$ cat config.mk
export PLATFORM = sky130hd
export DESIGN_NAME = arp_decode
export DESIGN_NICKNAME = d
export VERILOG_FILES = /design/src/rtl/arp_decode.sv
export SDC_FILE = /design/constraint.sdc
export NUM_CORES = 1
export LEC_CHECK = 0
export CORE_ASPECT_RATIO = 0.8
export CORE_UTILIZATION = 48
export DETAILED_ROUTE_END_ITERATION = 16
export PLACE_DENSITY = 0.75
export SYNTH_ARGS = -nofsm -noshare
export SYNTH_HDL_FRONTEND = slang
export SYNTH_SLANG_ARGS = --single-unit
$ cat constraint.sdc
create_clock -name clk -period 1.7 [get_ports clk]
set_input_delay 0.51 -clock clk [delete_from_list [all_inputs] [get_ports clk]]
set_output_delay 0.51 -clock clk [all_outputs]
set_load 0.02 [all_outputs]
$ cat src/rtl/arp_decode.sv
// arp_decode: parses the 28-byte Ethernet/IPv4 ARP body from the MAC receive path and
// hands matching requests/replies to the responder. Optional build macro: ARP_CRC_GATE_EN.
module arp_decode #(
    parameter logic [31:0] IP_ADDR  = 32'hC0A80164,
    parameter logic [47:0] MAC_ADDR = 48'h000000000000
) (
    input  logic        clk,
    input  logic        rst,
    input  logic [7:0]  rxd,
    input  logic        arp_decode_valid,
    input  logic        busy,
    input  logic        crc_err,
    output logic        arp_valid,
    input  logic        arp_ready,
    output logic        arp_oper,
    output logic [47:0] sender_mac,
    output logic [31:0] sender_ip,
    output logic        overflow
);

    typedef enum logic [2:0] {
        WAIT_LOW,
        IDLE,
        PARSE,
        DROP,
        COMMIT
`ifdef ARP_CRC_GATE_EN
        , CRC_WAIT
`endif
    } state_t;

    state_t      state, state_nxt;
    logic        valid_d;
    logic        frame_start;
    logic [4:0]  cnt;
    logic [4:0]  idx;
    logic        byte_ok;
    logic        capture;
    logic [47:0] sha_h;
    logic [31:0] spa_h;
    logic        oper_h;
    logic        unused_ok;

    assign frame_start = arp_decode_valid && !valid_d;
    // In IDLE the counter may hold a stale value from a truncated frame; byte 0 is implied.
    assign idx         = (state == IDLE) ? 5'd0 : cnt;
    assign capture     = (state == IDLE && frame_start) || (state == PARSE);
    // MAC_ADDR belongs to the responder; busy/crc_err only matter with the CRC gate.
    assign unused_ok   = &{1'b0, busy, crc_err, MAC_ADDR};

    always_comb begin
        byte_ok = 1'b1;
        case (idx)
            5'd0:    byte_ok = (rxd == 8'h00);
            5'd1:    byte_ok = (rxd == 8'h01);
            5'd2:    byte_ok = (rxd == 8'h08);
            5'd3:    byte_ok = (rxd == 8'h00);
            5'd4:    byte_ok = (rxd == 8'h06);
            5'd5:    byte_ok = (rxd == 8'h04);
            5'd6:    byte_ok = (rxd == 8'h00);
            5'd7:    byte_ok = (rxd == 8'h01) || (rxd == 8'h02);
            5'd24:   byte_ok = (rxd == IP_ADDR[31:24]);
            5'd25:   byte_ok = (rxd == IP_ADDR[23:16]);
            5'd26:   byte_ok = (rxd == IP_ADDR[15:8]);
            5'd27:   byte_ok = (rxd == IP_ADDR[7:0]);
            default: byte_ok = 1'b1;
        endcase
    end

`ifdef ARP_CRC_GATE_EN
    logic [5:0] crc_tmo;
    logic       busy_low;

    always_ff @(posedge clk) begin
        if (rst || state != CRC_WAIT) begin
            crc_tmo  <= 6'd0;
            busy_low <= 1'b0;
        end else begin
            crc_tmo <= crc_tmo + 6'd1;
            if (!busy) busy_low <= 1'b1;
        end
    end
`endif

    always_comb begin
        state_nxt = state;
        case (state)
            WAIT_LOW: if (!arp_decode_valid) state_nxt = IDLE;
            IDLE:     if (frame_start) state_nxt = byte_ok ? PARSE : DROP;
            PARSE: begin
                if (!arp_decode_valid)  state_nxt = IDLE;
                else if (!byte_ok)      state_nxt = DROP;
                else if (cnt == 5'd27)
`ifdef ARP_CRC_GATE_EN
                                        state_nxt = CRC_WAIT;
`else
                                        state_nxt = COMMIT;
`endif
            end
            DROP:     if (!arp_decode_valid) state_nxt = IDLE;
            COMMIT:   state_nxt = WAIT_LOW;
`ifdef ARP_CRC_GATE_EN
            // crc_err is looked at one cycle after busy is first seen low.
            CRC_WAIT: begin
                if (busy_low)               state_nxt = crc_err ? IDLE : COMMIT;
                else if (crc_tmo == 6'd63)  state_nxt = IDLE;
            end
`endif
            default:  state_nxt = WAIT_LOW;
        endcase
    end

    always_ff @(posedge clk) begin
        if (rst) begin
            state   <= WAIT_LOW;
            valid_d <= 1'b0;
        end else begin
            state   <= state_nxt;
            valid_d <= arp_decode_valid;
        end
    end

    always_ff @(posedge clk) begin
        if (rst) begin
            cnt    <= 5'd0;
            sha_h  <= 48'd0;
            spa_h  <= 32'd0;
            oper_h <= 1'b0;
        end else begin
            if (state == PARSE)
                cnt <= (cnt == 5'd28) ? cnt : cnt + 5'd1;
            else if (state == IDLE && frame_start)
                cnt <= 5'd1;
            else
                cnt <= 5'd0;

            if (capture) begin
                if (idx == 5'd7)                   oper_h <= rxd[1];
                if (idx >= 5'd8  && idx <= 5'd13)  sha_h  <= {sha_h[39:0], rxd};
                if (idx >= 5'd14 && idx <= 5'd17)  spa_h  <= {spa_h[23:0], rxd};
            end
        end
    end

    // A commit landing on the handshake cycle reloads instead of overflowing.
    always_ff @(posedge clk) begin
        if (rst) begin
            arp_valid  <= 1'b0;
            arp_oper   <= 1'b0;
            sender_mac <= 48'd0;
            sender_ip  <= 32'd0;
            overflow   <= 1'b0;
        end else begin
            overflow <= 1'b0;
            if (arp_valid && arp_ready) arp_valid <= 1'b0;
            if (state == COMMIT) begin
                if (!arp_valid || arp_ready) begin
                    arp_valid  <= 1'b1;
                    arp_oper   <= oper_h;
                    sender_mac <= sha_h;
                    sender_ip  <= spa_h;
                end else begin
                    overflow <= 1'b1;
                end
            end
        end
    end

endmodule

==> metrics <==
# DRC=0; Yosys cell types=49; H-tree depth=4; PwrDens=902 mW/mm2; Final nets=927; CTS max path bufs=2; Final min period=1.96 ns; mux cell area share after synthesis=5.30%; die area=0.0139 mm2; RSZ-0062 raised after global routing=true; CTS root buffer=clkbuf_16; Fill cells=1074; Area Growth Syn to Fin=36.5%; final wirelength=16.5 mm; CTS buffer count=17; crit path capture type=register; Synth Instances=785; warning count from the yosys run=0; Synth Area in Simple Gates=22.8%; Yosys reg bits=173; Final setup viols=20; layout cells sized above 1=15.4%; failing checks=negative setup slack; core area=0.0130 mm2; TritonCTS clock tree=built; TNS Setup=-0.807 ns; worst min-delay path category=reg2reg; dpl ws=-0.918 ns; Vias per Instance=5.28; Worst EP arrival=2.30 ns; Final Cycle Share=115%; gr ovfl total=0; FF-to-FF End=state[0]$_SDFFE_PP0P_; vias in the first global route=5315; Die Width=132 um; most frequent standard cell in the layout excluding fill and tap cells=nand2_1; Worst slew margin=72.6%; Slowest-stage cell, CP=dfxtp_4; beginning of the critical path=cnt[1]$_SDFFE_PP0P_; number of synthesized flops with an enable pin=0; net count after synthesis=801; Antenna Nets Post-Route=0; Seq/Total Area, Yosys=53.7%; Ports=97; GP Congestion=0.856; drt pass-1 iters=5; Pins Over Slew Limit=0; initial antenna violation count=0; max_cap viols=0; VDD IR max=662 uV; status=complete, but fails checks; register area=0.00348 mm2; worst-margin pin slew=0.400 ns; largest family of logic cells by synthesized area=simple AND/OR/NAND/NOR gates; Clock transition at path regs=0.06 ns; critical path depth=8; P_leak=3.66 nW; Worst path top cell family by delay=compound AO/OA/AOI/OAI gates; Critical Path End=state[0]$_SDFFE_PP0P_; Req. time, crit path=2.04 ns; R2R Setup Slk=-0.26 ns; total number of vias=5802; FFs w/ async S/R, synth=0%; Avg Cell Area, Syn=8.22 um2; drt first-iter violations=391; clk sinks=173; crit path launch type=register; GR Util All Layers=23.6%; leading cell types in the layout, fill and taps excluded=nand2_1, dfxtp_1, a21oi_1; Skew-Pair Late Insertion Delay=0.43 ns; post-synthesis compound-gate area fraction=13.4%; final worst slack=-0.257 ns; hold_buf cts=0; area of the multi-input gates=0.00293 mm2; Mapped Area=0.00645 mm2; n_diodes=0; first-pass GRT wire length=26.1 mm; Worst path max stage delay=0.37 ns; port bufs=94; critical path type=reg2reg; WL/cell=15.0 um; largest net degree at the start of global routing=49; Crit path buffers/inverters=1; HPWL after DPL=10.4 mm; R2R Path Start=cnt[1]$_SDFFE_PP0P_; initial core utilization=49.8%; Vert. Die Dim=106 um; worst clock skew=0.00793 ns; Final Hold Fails=0; R2R depth=8; Top FF cell, synth=dfxtp_1; Final Core Density=67.9%; Inst Count DP=1051; Worst Path Max Fanout=4; Synth Area in Adders=0.388%; Max Freq=511 MHz; Post-Layout Cell Count=1099; worst path cell trace=buf_12 -> nor4b_4 -> a21oi_1 -> o211a_1 -> a311oi_2 -> o31ai_4 -> o211a_1 -> nor3_2; row cnt=37; Synth Area in XOR/XNOR=0.543%; CP dominant cell by count=o211a_1
==> cell usage after synthesis (2+ instances only) <==
cell type / n / area (um2)
a31oi_1: 3 / 18.8
xor2_1: 2 / 17.5
nor2_1: 48 / 180
a211oi_1: 3 / 22.5
dfxtp_1: 173 / 3460
ha_1: 2 / 25.0
o211a_1: 2 / 20.0
nand2b_1: 3 / 18.8
xnor2_1: 2 / 17.5
and2_1: 2 / 12.5
nor4b_1: 2 / 17.5
o21ai_0: 3 / 15.0
inv_1: 4 / 15.0
nand3_1: 7 / 35.0
and3_1: 2 / 12.5
mux2i_1: 33 / 330
nor4b_2: 2 / 30.0
nor2b_1: 2 / 12.5
nor3b_2: 2 / 25.0
nor3_2: 2 / 20.0
o31ai_1: 2 / 15.0
buf_2: 11 / 55.1
a32oi_1: 2 / 17.5
a21oi_1: 135 / 676
nor3_1: 3 / 15.0
clkbuf_1: 45 / 169
nand2_1: 266 / 998
==> worst register-to-register path, cell delays in order, from the launching register on <==
cell and delay [ns]:
dfxtp_4 0.37, buf_12 0.13, nor4b_4 0.29, a21oi_1 0.09
o211a_1 0.23, a311oi_2 0.27, o31ai_4 0.13, o211a_1 0.24
nor3_2 0.11
==> through the flow <==
step	area, um2	power (mW)	hold slack, ns
2_1_floorplan	6500	4.28	0.432
3_3_place_gp	7970	4.42	0.438
3_5_place_dp	7970	4.42	0.448
4_1_cts	8600	7.97	0.455
5_1_grt	8810	8.18	0.474
6_report	8810	7.94	0.453
==> cell families (layout without fill, tap and decap cells) <==
kind of cell / after synthesis / after routing
xor+xnor: 4 / 4
buf+inv: 61 / 200
simple gates: 352 / 352
flops: 173 / 173
fa+ha+maj: 2 / 2
mux: 34 / 34
compound gates: 159 / 159
==> registers in the layout, indices dropped and copies added, names as in the netlist <==
name,count
sender_ip,32
valid_d,1
cnt,5
spa_h,32
sender_mac,48
arp_valid,1
overflow,1
state,3
oper_h,1
sha_h,48
arp_oper,1
==> layout make-up <==
class                      count  area share (%)
clock buffer                  21            5.34
clock inverter                11           0.895
inverter                       4           0.199
multi-input combinational    551            33.2
sequential                   173            39.5
tap                          175            2.49
timing repair buffer         164            18.4
==> per-layer routing <==
metal | part of all wire [%] | global-route usage (%)
met1 | 47 | 31.5
met2 | 46 | 37.7
met3 | 5.8 | 5.29
met4 | 1.3 | 8.14
met5 | 0 | 0
==> where the power goes <==
group	total, mW	switching [mW]	internal (mW)
clock network	3.60	1.60	2.00
registers	4.06	0.00787	4.06
logic	0.279	0.149	0.130
total	7.94	1.76	6.18
==> timing repair <==
action | 4_1_cts | 5_1_grt
pin swaps | 5 | 16
gates resized for setup | 113 | 20
buffers inserted | 4 | 8
endpoints found under the setup margin | 118 | 58
cloned | 2 | 3
==> worst min-delay path by stage <==
stage | startpoint | endpoint | slack, ns | cells after the start
finish | sender_ip[18]$_SDFFE_PP0P_ | sender_ip[18]$_SDFFE_PP0P_ | 0.45 | 2
global route | sha_h[41]$_SDFFE_PP0P_ | sha_h[41]$_SDFFE_PP0P_ | 0.47 | 2
CTS | sender_ip[18]$_SDFFE_PP0P_ | sender_ip[18]$_SDFFE_PP0P_ | 0.45 | 2
detailed placement | sha_h[45]$_SDFFE_PP0P_ | sha_h[45]$_SDFFE_PP0P_ | 0.45 | 2
global placement | spa_h[24]$_SDFFE_PP0P_ | sender_ip[24]$_SDFFE_PP0P_ | 0.44 | 2
floorplan | oper_h$_SDFFE_PP0P_ | arp_oper$_SDFFE_PP0P_ | 0.43 | 2
Power figures use the tool's default switching activity.
